## config.mk

```make
export PLATFORM = sky130hd
export DESIGN_NAME = exp_3x3_kerl_fetch_flat
export DESIGN_NICKNAME = d
export VERILOG_FILES = /design/src/rtl/exp_3x3_kerl_fetch_if.sv /design/src/rtl/exp_3x3_kerl_fetch.sv /design/src/flat_wrapper.sv
export SDC_FILE = /design/constraint.sdc
export NUM_CORES = 1
export LEC_CHECK = 0
export CORE_AREA = 5 5 236 238
export CTS_CLUSTER_SIZE = 40
export DETAILED_ROUTE_END_ITERATION = 10
export DIE_AREA = 0 0 241 243
export PLACE_DENSITY_LB_ADDON = 0.08
export SLEW_MARGIN = 5
export SYNTH_ARGS = -nofsm -noshare
export SYNTH_HDL_FRONTEND = slang
export SYNTH_SLANG_ARGS = --single-unit
export TNS_END_PERCENT = 100
```

## constraint.sdc

```tcl
create_clock -name clk_i -period 31.7 [get_ports clk_i]
set_input_delay 9.51 -clock clk_i [delete_from_list [all_inputs] [get_ports clk_i]]
set_output_delay 9.51 -clock clk_i [all_outputs]
set_load 0.005 [all_outputs]
```

## src/rtl/exp_3x3_kerl_fetch_if.sv

```systemverilog
// rtl/exp_3x3_kerl_fetch_if.sv - kernel RAM read port and kernel-word handoff bundle for exp_3x3_kerl_fetch
interface exp_3x3_kerl_fetch_if;
  logic         exp_3x3_kerl_ready_i;
  logic         exp_3x3_kerl_req_o;
  logic [71:0]  exp_3x3_kerl_1_data_i;
  logic [71:0]  exp_3x3_kerl_2_data_i;
  logic [71:0]  exp_3x3_kerl_3_data_i;
  logic [71:0]  exp_3x3_kerl_4_data_i;
  logic [287:0] ker_data_o;
  logic         ker_valid_o;
  logic         ker_accept_i;
  logic [6:0]   ker_group_o;
  logic         ker_last_depth_o;
  logic         ker_last_group_o;

  modport master (
    input  exp_3x3_kerl_ready_i, exp_3x3_kerl_1_data_i, exp_3x3_kerl_2_data_i,
           exp_3x3_kerl_3_data_i, exp_3x3_kerl_4_data_i, ker_accept_i,
    output exp_3x3_kerl_req_o, ker_data_o, ker_valid_o, ker_group_o,
           ker_last_depth_o, ker_last_group_o
  );

  modport slave (
    output exp_3x3_kerl_ready_i, exp_3x3_kerl_1_data_i, exp_3x3_kerl_2_data_i,
           exp_3x3_kerl_3_data_i, exp_3x3_kerl_4_data_i, ker_accept_i,
    input  exp_3x3_kerl_req_o, ker_data_o, ker_valid_o, ker_group_o,
           ker_last_depth_o, ker_last_group_o
  );
endinterface

```

## src/rtl/exp_3x3_kerl_fetch.sv

```systemverilog
// rtl/exp_3x3_kerl_fetch.sv - expand 3x3 kernel fetch sequencer; EXP3_FETCH_PERF_CNT_EN adds stall_cnt_o
module exp_3x3_kerl_fetch #(
  parameter int RD_LATENCY = 2
) (
  input  logic        clk_i,
  input  logic        rst_i,
  input  logic        start_i,
  input  logic [6:0]  one_exp3_ker_addr_limit_i,
  input  logic [5:0]  exp3_ker_depth_i,
  input  logic [6:0]  layer_dimension_i,
  exp_3x3_kerl_fetch_if.master kif,
  output logic        busy_o,
`ifdef EXP3_FETCH_PERF_CNT_EN
  output logic [23:0] stall_cnt_o,
`endif
  output logic        done_o
);

  localparam logic [2:0] LAT_W = 3'(RD_LATENCY);

  typedef enum logic [2:0] {IDLE, WAIT_RDY, WAIT_DATA, HOLD, DONE} state_t;

  state_t     state, state_nxt;
  logic [6:0] limit_q, dim_q;
  logic [5:0] depth_q;
  logic [5:0] d_q;
  logic [6:0] g_q, c_q, r_q;
  logic [2:0] lat_q;
  logic       last_d, last_g, final_word, capture, accepted;

  assign last_d     = (d_q == depth_q);
  assign last_g     = (g_q == limit_q - 7'd1);
  assign final_word = last_d & last_g & (c_q == dim_q) & (r_q == dim_q);
  assign capture    = (state == WAIT_DATA) && (lat_q == LAT_W);
  assign accepted   = (state == HOLD) && kif.ker_accept_i;

  // State register
  always_ff @(posedge clk_i or posedge rst_i) begin
    if (rst_i) state <= IDLE;
    else       state <= state_nxt;
  end

  // Next-state: one outstanding request, capture after the RAM latency, hold until accepted
  always_comb begin
    state_nxt = state;
    case (state)
      IDLE:      if (start_i) state_nxt = WAIT_RDY;
      WAIT_RDY:  if (kif.exp_3x3_kerl_ready_i) state_nxt = WAIT_DATA;
      WAIT_DATA: if (capture) state_nxt = HOLD;
      HOLD:      if (kif.ker_accept_i) state_nxt = final_word ? DONE : WAIT_RDY;
      DONE:      state_nxt = IDLE;
      default:   state_nxt = IDLE;
    endcase
  end

  // Outputs decoded from state; req is a single cycle because WAIT_RDY is left on the same edge
  always_comb begin
    kif.exp_3x3_kerl_req_o = (state == WAIT_RDY) && kif.exp_3x3_kerl_ready_i;
    kif.ker_valid_o        = (state == HOLD);
    busy_o                 = (state == WAIT_RDY) || (state == WAIT_DATA) || (state == HOLD);
    done_o                 = (state == DONE);
  end

  // Config latch and loop counters: depth innermost, then group, column, row
  always_ff @(posedge clk_i or posedge rst_i) begin
    if (rst_i) begin
      limit_q <= '0;
      depth_q <= '0;
      dim_q   <= '0;
      d_q     <= '0;
      g_q     <= '0;
      c_q     <= '0;
      r_q     <= '0;
    end else if (state == IDLE && start_i) begin
      limit_q <= one_exp3_ker_addr_limit_i;
      depth_q <= exp3_ker_depth_i;
      dim_q   <= layer_dimension_i;
      d_q     <= '0;
      g_q     <= '0;
      c_q     <= '0;
      r_q     <= '0;
    end else if (accepted) begin
      if (!last_d) begin
        d_q <= d_q + 6'd1;
      end else begin
        d_q <= '0;
        if (!last_g) begin
          g_q <= g_q + 7'd1;
        end else begin
          g_q <= '0;
          if (c_q != dim_q) begin
            c_q <= c_q + 7'd1;
          end else begin
            c_q <= '0;
            r_q <= r_q + 7'd1;
          end
        end
      end
    end
  end

  // Latency counter: counts cycles since the req pulse while waiting for RAM q
  always_ff @(posedge clk_i or posedge rst_i) begin
    if (rst_i)                                                    lat_q <= '0;
    else if (state == WAIT_RDY && kif.exp_3x3_kerl_ready_i)       lat_q <= 3'd1;
    else if (state == WAIT_DATA)                                  lat_q <= lat_q + 3'd1;
  end

  // Capture kernel words and loop-position tags together so they stay coherent while held
  always_ff @(posedge clk_i or posedge rst_i) begin
    if (rst_i) begin
      kif.ker_data_o       <= '0;
      kif.ker_group_o      <= '0;
      kif.ker_last_depth_o <= 1'b0;
      kif.ker_last_group_o <= 1'b0;
    end else if (capture) begin
      kif.ker_data_o       <= {kif.exp_3x3_kerl_4_data_i, kif.exp_3x3_kerl_3_data_i,
                               kif.exp_3x3_kerl_2_data_i, kif.exp_3x3_kerl_1_data_i};
      kif.ker_group_o      <= g_q;
      kif.ker_last_depth_o <= last_d;
      kif.ker_last_group_o <= last_g;
    end
  end

`ifdef EXP3_FETCH_PERF_CNT_EN
  logic stall_cyc;
  assign stall_cyc = busy_o && (((state == WAIT_RDY) && !kif.exp_3x3_kerl_ready_i) ||
                                ((state == HOLD) && !kif.ker_accept_i));

  // Saturating stall counter, cleared when a layer starts and frozen once the layer is done
  always_ff @(posedge clk_i or posedge rst_i) begin
    if (rst_i)                                      stall_cnt_o <= '0;
    else if (state == IDLE && start_i)              stall_cnt_o <= '0;
    else if (stall_cyc && stall_cnt_o != 24'hFFFFFF) stall_cnt_o <= stall_cnt_o + 24'd1;
  end
`endif

endmodule

```

## src/flat_wrapper.sv

```systemverilog
// flat-port wrapper written by rule: the top's interface ports become plain ports
module exp_3x3_kerl_fetch_flat 
#(
  parameter int RD_LATENCY = 2
)
  (clk_i, rst_i, start_i, one_exp3_ker_addr_limit_i, exp3_ker_depth_i, layer_dimension_i, busy_o, done_o, kif_exp_3x3_kerl_ready_i, kif_exp_3x3_kerl_1_data_i, kif_exp_3x3_kerl_2_data_i, kif_exp_3x3_kerl_3_data_i, kif_exp_3x3_kerl_4_data_i, kif_ker_accept_i, kif_exp_3x3_kerl_req_o, kif_ker_data_o, kif_ker_valid_o, kif_ker_group_o, kif_ker_last_depth_o, kif_ker_last_group_o);
  exp_3x3_kerl_fetch_if kif_i ();
  input  logic clk_i;
  input  logic rst_i;
  input  logic start_i;
  input  logic [6:0] one_exp3_ker_addr_limit_i;
  input  logic [5:0] exp3_ker_depth_i;
  input  logic [6:0] layer_dimension_i;
  output logic busy_o;
  output logic done_o;
  input wire logic [$bits(kif_i.exp_3x3_kerl_ready_i)-1:0] kif_exp_3x3_kerl_ready_i;
  input wire logic [$bits(kif_i.exp_3x3_kerl_1_data_i)-1:0] kif_exp_3x3_kerl_1_data_i;
  input wire logic [$bits(kif_i.exp_3x3_kerl_2_data_i)-1:0] kif_exp_3x3_kerl_2_data_i;
  input wire logic [$bits(kif_i.exp_3x3_kerl_3_data_i)-1:0] kif_exp_3x3_kerl_3_data_i;
  input wire logic [$bits(kif_i.exp_3x3_kerl_4_data_i)-1:0] kif_exp_3x3_kerl_4_data_i;
  input wire logic [$bits(kif_i.ker_accept_i)-1:0] kif_ker_accept_i;
  output wire logic [$bits(kif_i.exp_3x3_kerl_req_o)-1:0] kif_exp_3x3_kerl_req_o;
  output wire logic [$bits(kif_i.ker_data_o)-1:0] kif_ker_data_o;
  output wire logic [$bits(kif_i.ker_valid_o)-1:0] kif_ker_valid_o;
  output wire logic [$bits(kif_i.ker_group_o)-1:0] kif_ker_group_o;
  output wire logic [$bits(kif_i.ker_last_depth_o)-1:0] kif_ker_last_depth_o;
  output wire logic [$bits(kif_i.ker_last_group_o)-1:0] kif_ker_last_group_o;
  assign kif_i.exp_3x3_kerl_ready_i = kif_exp_3x3_kerl_ready_i;
  assign kif_i.exp_3x3_kerl_1_data_i = kif_exp_3x3_kerl_1_data_i;
  assign kif_i.exp_3x3_kerl_2_data_i = kif_exp_3x3_kerl_2_data_i;
  assign kif_i.exp_3x3_kerl_3_data_i = kif_exp_3x3_kerl_3_data_i;
  assign kif_i.exp_3x3_kerl_4_data_i = kif_exp_3x3_kerl_4_data_i;
  assign kif_i.ker_accept_i = kif_ker_accept_i;
  assign kif_exp_3x3_kerl_req_o = kif_i.exp_3x3_kerl_req_o;
  assign kif_ker_data_o = kif_i.ker_data_o;
  assign kif_ker_valid_o = kif_i.ker_valid_o;
  assign kif_ker_group_o = kif_i.ker_group_o;
  assign kif_ker_last_depth_o = kif_i.ker_last_depth_o;
  assign kif_ker_last_group_o = kif_i.ker_last_group_o;
  exp_3x3_kerl_fetch #(.RD_LATENCY(RD_LATENCY)) u_core (.clk_i(clk_i), .rst_i(rst_i), .start_i(start_i), .one_exp3_ker_addr_limit_i(one_exp3_ker_addr_limit_i), .exp3_ker_depth_i(exp3_ker_depth_i), .layer_dimension_i(layer_dimension_i), .kif(kif_i), .busy_o(busy_o), .done_o(done_o));
endmodule
```

==> summary.txt, run 1 <==
Critical path
  • Critical path class: input pin to output port
  • Type of origin of the critical path: input pin
  • Arr. time, crit path: 10.81 ns
  • Critical Path Fanout Max: 4
  • Required @ worst endpoint: 22.19 ns
  • Worst r2r path cells: 5
  • Crit end category: output port

Yosys
  • Mux share of post-synthesis cell area: 25.35%
  • Main combinational cell family by area after synthesis: multiplexers
  • Compound-Gate Fraction of Synth Area: 3.263%
  • Post-synth EDFFs: 0
  • XOR/XNOR Fraction of Synth Area: 1.940%
  • Cell Area, Synth: 13990 um2
  • Syn. warnings: 0
  • Post-synth net total: 1268
  • Yosys reg bits: 350
  • Sequential area share after synthesis: 62.58%
  • Synth cell types: 45
  • Adder-cell share of the synthesized area: 0.6258%
  • Ys async rst share: 100.0%
  • Post-synthesis simple-gate area fraction: 4.569%
  • Ys flop type: dfrtp_1
  • Syn Inst Count: 948
  • Average size of a mapped cell: 14.76 um2

Global routing
  • Vias in the first global route: 11.24k
  • GR Util met1: 17.31%
  • GRT Residual Overflow: 0
  • Met3 usage: 6.811%
  • Initial antenna violation count: 8
  • Grt peak-use layer: met2
  • First-pass GRT wire length: 73400 um
  • GRT Total Usage: 16.59%
  • Largest net degree at the start of global routing: 164
  • Met2 usage: 30.09%

Worst hold path
  • Hold crit path type: flop to flop
  • Hold Path Depth: 2

Place
  • Placed Cells incl. Taps: 2213
  • IO buf count: 613
  • Setup slack after placement: 11.39 ns
  • Final HPWL DP: 36760 um
  • RePlAce Congestion: 0.7857

STA
  • Slew Limit Headroom: 23.83%
  • Skew final: 0.02410 ns
  • Part of the cycle the worst path needs: 64.10%
  • Worst-margin pin slew: 1.143 ns
  • RSZ-0062 raised after global routing: no
  • Period minus WS final: 20.32 ns
  • Setup ws final: 11.38 ns
  • Slew Limit Fails: 0
  • TNS Setup: 0 ns
  • Final setup violation count: 0
  • Fmax: 0.04921 GHz
  • Final hold vios: 0

Clock tree
  • CTS resizes: 0
  • Clk buf depth: 3
  • Number of CTS-inserted buffers: 44
  • Setup bufs post-CTS: 0
  • CTS tree: built
  • Root Driver: clkbuf_16
  • H-Tree Depth: 2
  • Total clock sinks: 350
  • Hold-fix buffers, CTS: 0
  • CTS clk-pin slew, worst paths: 0.05 ns
  • Worst-Skew Late Latency: 0.57 ns

Detailed routing
  • Drt first pass iters: 4
  • Routed vias: 10.09k
  • Routed length per instance: 21.65 um
  • 1st-iter DRT viols: 335
  • Drt drc: 0
  • DRT Wirelength: 49670 um
  • Post-DRT Antenna Nets: 0
  • Via density: 4.397

Pwr
  • Power consumption: 2091 uW
  • Leak: 0.009137 uW
  • Power Density: 93.74 nW/um2
  • Maximum VDD drop: 0.06071 mV

Floorplan
  • CORE AREA: 53390 um2
  • Chip height: 243 um
  • Row count: 85
  • Die W: 241 um
  • Top Ports: 614
  • Die area: 58560 um2
  • Initial core utilization: 26.21%

Layout
  • FF+latch area: 8758 um2
  • P&R area growth vs syn: 59.40%
  • Finished Layout Cells: 2294
  • FILL cells: 5084
  • Layout cells sized above 1: 25.14%
  • NumNets Final: 1883
  • Area of the multi-input gates: 5021 um2

Run
  • Max Cap Violations: 0

Outcome
  • Status: complete, no violations
path summary, 6_finish.rpt:
check,startpoint,end,slack [ns]
max,kif_exp_3x3_kerl_ready_i,kif_exp_3x3_kerl_req_o,11.38
min,u_core.kif.ker_last_group_o$_DFFE_PP0P_,u_core.kif.ker_last_group_o$_DFFE_PP0P_,0.49
max reg2reg,u_core.state[0]$_DFFE_PP0P_,u_core.kif.ker_data_o[138]$_DFFE_PP0P_,28.01
min reg2reg,u_core.kif.ker_last_group_o$_DFFE_PP0P_,u_core.kif.ker_last_group_o$_DFFE_PP0P_,0.49
max in group asynchronous,rst_i,u_core.depth_q[0]$_DFFE_PP0P_,20.67
min in group asynchronous,rst_i,u_core.kif.ker_data_o[256]$_DFFE_PP0P_,9.54
logic make-up (layout without fill, tap and decap cells):
| group | after synthesis | count (layout) |
|---|---|---|
| DFF | 350 | 350 |
| muxes | 315 | 315 |
| and+or+nand+nor | 113 | 113 |
| AOI/OAI and AO/OA | 72 | 72 |
| buffers and inverters | 60 | 707 |
| xor gates and xnor gates | 31 | 31 |
| adders and majority gates | 7 | 7 |
| other | 0 | 3 |
metal layers:
metal	up-vias	wire length (um)	part of all wire, %
met3	88	4356	8.8
met1	5042	17310	35
li1	4625	-	-
met2	321	26460	53
met4	10	1486	3.0
met5	-	61	0.12
cells in the mapped netlist (all sizes together), types with 2 or more instances:
cell | n | area share, %
a31oi | 6 | 0.27
xor2 | 18 | 1.1
nor2 | 16 | 0.43
nor3 | 9 | 0.32
dfrtp | 350 | 63
o2111ai | 3 | 0.19
xnor2 | 13 | 0.81
o31ai | 9 | 0.48
nand3 | 13 | 0.46
inv | 7 | 0.19
or3 | 4 | 0.21
or4 | 15 | 0.83
nand2 | 21 | 0.56
nor4 | 4 | 0.18
and3 | 5 | 0.22
nand4b | 5 | 0.31
nand4 | 6 | 0.27
clkbuf | 41 | 1.1
o21ai | 19 | 0.68
buf | 12 | 0.38
mux2 | 315 | 25
a311oi | 2 | 0.13
nand2b | 4 | 0.18
ha | 7 | 0.63
a21oi | 26 | 0.96
nor2b | 2 | 0.089
and2 | 3 | 0.13
sequential cells by signal, summed over array words and instances (netlist names):
| signal | count |
|---|---|
| u_core.c_q | 7 |
| u_core.d_q | 6 |
| u_core.depth_q | 6 |
| u_core.dim_q | 7 |
| u_core.g_q | 7 |
| u_core.kif.ker_data_o | 288 |
| u_core.kif.ker_group_o | 7 |
| u_core.kif.ker_last_depth_o | 1 |
| u_core.kif.ker_last_group_o | 1 |
| u_core.lat_q | 3 |
| u_core.limit_q | 7 |
| u_core.r_q | 7 |
| u_core.state | 3 |
cell type report:
class / count / share of cell area, %
antenna: 3 / 0.03365
clock buffer: 68 / 6.018
clock inverter: 10 / 0.2580
inverter: 7 / 0.1514
multi-input combinational: 538 / 22.51
sequential: 350 / 39.26
tap: 696 / 3.904
timing repair buffer: 622 / 27.86
report_power, final:
group	internal [uW]	leakage [uW]	switching, uW
clock network	290	0.000700	198
registers	659	0.00414	122
logic	548	0.00429	274
cell usage in the layout (no fill, tap or decap), types with 2 or more instances in the layout:
master           Yosys  routed
xor2_1              18      18
o21ai_0             19      19
o31ai_1              9       9
buf_4                0       8
a21oi_1             25      25
a31oi_1              6       6
inv_1                7       6
clkinv_2             0       8
a311oi_1             2       2
nor3_1               9       9
clkbuf_1            41      10
nand4_1              6       6
clkbuf_16            0      45
nand3_1             13      12
clkdlybuf4s50_1      0     613
or3_1                3       3
mux2_2             315     315
ha_1                 7       7
o2111ai_1            3       3
inv_6                0       2
and3_1               5       5
nor2b_1              2       2
nand2_1             21      21
nor2_1              16      16
or4_1               14      14
nand4b_1             5       5
dfrtp_1            350     350
xnor2_1             13      13
clkbuf_8             0      13
nor4_1               4       4
and2_1               3       3
nand2b_1             4       4
diode_2              0       3
metrics by stage:
| stage | hold WS (ns) | instance area [um2] | util, % |
|---|---|---|---|
| after floorplan | 0.4733 | 13990 | - |
| after global placement | 0.4782 | 20900 | 39.15 |
| after CTS | 0.5019 | 22300 | 41.77 |
| after global routing | 0.5066 | 22300 | 41.77 |
| after detailed placement | 0.4812 | 20900 | 39.15 |
| final | 0.4947 | 22310 | 41.78 |
critical path, cell delays in order:
cell and delay, ns:
clkdlybuf4s50_1 0.52, nand2_1 0.13, nor2_1 0.12, clkdlybuf4s50_1 0.53
(Power assumes the default switching activity.)
==> run 2: changes to the inputs <==
clock period = 19.3 ns   (was 31.7 ns; I/O delays follow)
==> run 2 against run 1 <==
  * Sequential power is 64% higher
  * Combinational power is 64% higher
  * Non-clock buffer count is 2 higher
  * Setup slack worse by 5.0 ns
  * Cell count is 0.48% higher
  * Total power is 66% higher
  * First-iteration DRC count is 6.3% higher
  * Clock power is 71% higher
  * Critical path depth stayed put
  * Critical path type unchanged
  * Critical endpoint unchanged
==> summary.txt, run 2 (synthesis results as in run 1) <==
Outcome
  • Status: complete, no violations (unchanged)

Floorplan
  • Row count: 85 (unchanged)
  • Chip height: 243 um (unchanged)
  • CORE AREA: 53390 um2 (unchanged)
  • Die W: 241 um (unchanged)
  • Initial core utilization: 26.21% (unchanged)
  • Top Ports: 614 (unchanged)
  • Die area: 58560 um2 (unchanged)

STA
  • Skew final: 0.01552 ns (was 0.02410 ns)
  • Part of the cycle the worst path needs: 66.77%
  • Final setup violation count: 0 (unchanged)
  • Worst-margin pin slew: 1.028 ns (was 1.143 ns)
  • RSZ-0062 raised after global routing: no (unchanged)
  • Hold slack: 0.4999 ns (was 0.4947 ns)
  • TNS Setup: 0 ns (unchanged)
  • Final hold vios: 0 (unchanged)
  • Slew Limit Headroom: 31.50% (was 23.83%)
  • Fmax: 0.07760 GHz
  • Period minus WS final: 12.89 ns
  • Slew Limit Fails: 0 (unchanged)

Detailed routing
  • Drt first pass iters: 4 (unchanged)
  • Post-DRT Antenna Nets: 0 (unchanged)
  • Via density: 4.376 (was 4.397)
  • Drt drc: 0 (unchanged)
  • Routed vias: 10.09k (about the same)
  • DRT Wirelength: 49760 um (was 49670 um)
  • Routed length per instance: 21.59 um (was 21.65 um)
  • 1st-iter DRT viols: 356 (was 335)

Clock tree
  • H-Tree Depth: 2 (unchanged)
  • Number of CTS-inserted buffers: 44 (unchanged)
  • Root Driver: clkbuf_16 (unchanged)
  • Clk buf depth: 3 (unchanged)
  • Total clock sinks: 350 (unchanged)
  • CTS clk-pin slew, worst paths: 0.05 ns (about the same)
  • CTS resizes: 0 (unchanged)
  • CTS tree: built (unchanged)
  • Hold-fix buffers, CTS: 0 (unchanged)
  • Setup bufs post-CTS: 0 (unchanged)
  • Worst-Skew Late Latency: 0.56 ns (was 0.57 ns)

Critical path
  • Worst path bufs/invs: 2 (unchanged)
  • Critical Path Fanout Max: 4 (unchanged)
  • Crit-path max cell delay: 0.54 ns (was 0.53 ns)
  • Critical path class: input pin to output port (unchanged)
  • CP Cell Sequence: clkdlybuf4s50_1 -> nand2_1 -> nor2_1 -> clkdlybuf4s50_1 (unchanged)
  • Required @ worst endpoint: 13.51 ns (was 22.19 ns)
  • Slowest CP cell: clkdlybuf4s50_1 (unchanged)
  • Type of origin of the critical path: input pin (unchanged)
  • Crit end category: output port (unchanged)
  • Crit path max-delay family: buffers and inverters (unchanged)
  • Arr. time, crit path: 7.10 ns (was 10.81 ns)
  • Most common cell on crit path: clkdlybuf4s50_1 (unchanged)

Layout
  • Final instance area: 22410 um2 (was 22310 um2)
  • Max reg flops: 288 (unchanged)
  • P&R area growth vs syn: 60.13% (was 59.40%)
  • Layout cells sized above 1: 25.39% (was 25.14%)
  • Most common cell after layout, fill and taps aside: clkdlybuf4s50_1 (unchanged)
  • Most flop-heavy register: u_core.kif.ker_data_o (unchanged)
  • Commonest non-fill, non-tap cells in the layout: 613 x clkdlybuf4s50_1, 350 x dfrtp_1, 315 x mux2_2 (unchanged)
  • NumNets Final: 1885 (was 1883)

Global routing
  • GRT Total Usage: 16.53% (was 16.59%)
  • Vias in the first global route: 11.31k (was 11.24k)
  • Largest net degree at the start of global routing: 102 (was 164)
  • GRT Residual Overflow: 0 (unchanged)
  • First-pass GRT wire length: 73280 um (was 73400 um)
  • Initial antenna violation count: 16 (was 8)

Place
  • Final HPWL DP: 37230 um (was 36760 um)
  • RePlAce Congestion: 0.7867 (was 0.7857)
  • IO buf count: 613 (unchanged)
  • Dpl cell area: 20900 um2 (about the same)

Pwr
  • Maximum VDD drop: 0.07911 mV (was 0.06071 mV)
  • Power Density: 154.9 nW/um2 (was 93.74 nW/um2)
  • Leak: 0.009176 uW (was 0.009137 uW)

Run
  • Max Cap Violations: 0 (unchanged)

Worst hold path
  • Hold crit path type: flop to flop (unchanged)
run 2: cell count changes in the layout (fill, tap and decap cells not counted), sizes merged:
cell      before  now
bufinv         0    2
clkinvlp       0    1
buf            9   11
clkbuf        68   69
clkinv         8    6
diode          3   10
run 2: metrics by stage:
stage | setup WS (ns) | util (%) | power (uW) | cells
after floorplan | 3.803 | - | 1757 | 948
after global placement | 6.443 | 39.15 | 2663 | 2215
after detailed placement | 6.408 | 39.15 | 2676 | 2215
after CTS | 6.402 | 41.93 | 3548 | 2295
after global routing | 6.334 | 41.97 | 3689 | 2304
final | 6.414 | 41.97 | 3472 | 2305
run 2: layout make-up:
class	instances	area, um2
clock inverters	11	115.1
diodes	10	25.02
multi-input cells	538	5021
inverters	7	33.78
fillers	5073	30980
well taps	696	870.8
repair buffers	624	6218
clock buffers	69	1366
flip-flops and latches	350	8758
run 2: path summary, 6_finish.rpt:
| path | start | end | slack [ns] | cells after the start |
|---|---|---|---|---|
| setup / recovery | kif_exp_3x3_kerl_ready_i | kif_exp_3x3_kerl_req_o | 6.41 | 4 |
| hold / removal | u_core.kif.ker_data_o[6]$_DFFE_PP0P_ | u_core.kif.ker_data_o[6]$_DFFE_PP0P_ | 0.50 | 1 |
| setup reg to reg | u_core.state[0]$_DFFE_PP0P_ | u_core.kif.ker_data_o[186]$_DFFE_PP0P_ | 15.94 | 5 |
| hold reg to reg | u_core.kif.ker_data_o[6]$_DFFE_PP0P_ | u_core.kif.ker_data_o[6]$_DFFE_PP0P_ | 0.50 | 1 |
| max in group asynchronous | rst_i | u_core.kif.ker_data_o[4]$_DFFE_PP0P_ | 11.19 | 4 |
| min in group asynchronous | rst_i | u_core.kif.ker_data_o[204]$_DFFE_PP0P_ | 5.79 | 2 |
run 2: routing by layer:
| metal | share of wire [%] | track usage [%] |
|---|---|---|
| met5 | 0.13 | 0 |
| met4 | 3.3 | 6.621 |
| met3 | 8.7 | 6.981 |
| met2 | 53 | 29.57 |
| met1 | 35 | 16.94 |
run 2: report_power, final:
part / internal [uW] / switching (uW)
logic: 901 / 452
registers: 1080 / 203
clock network: 511 / 323
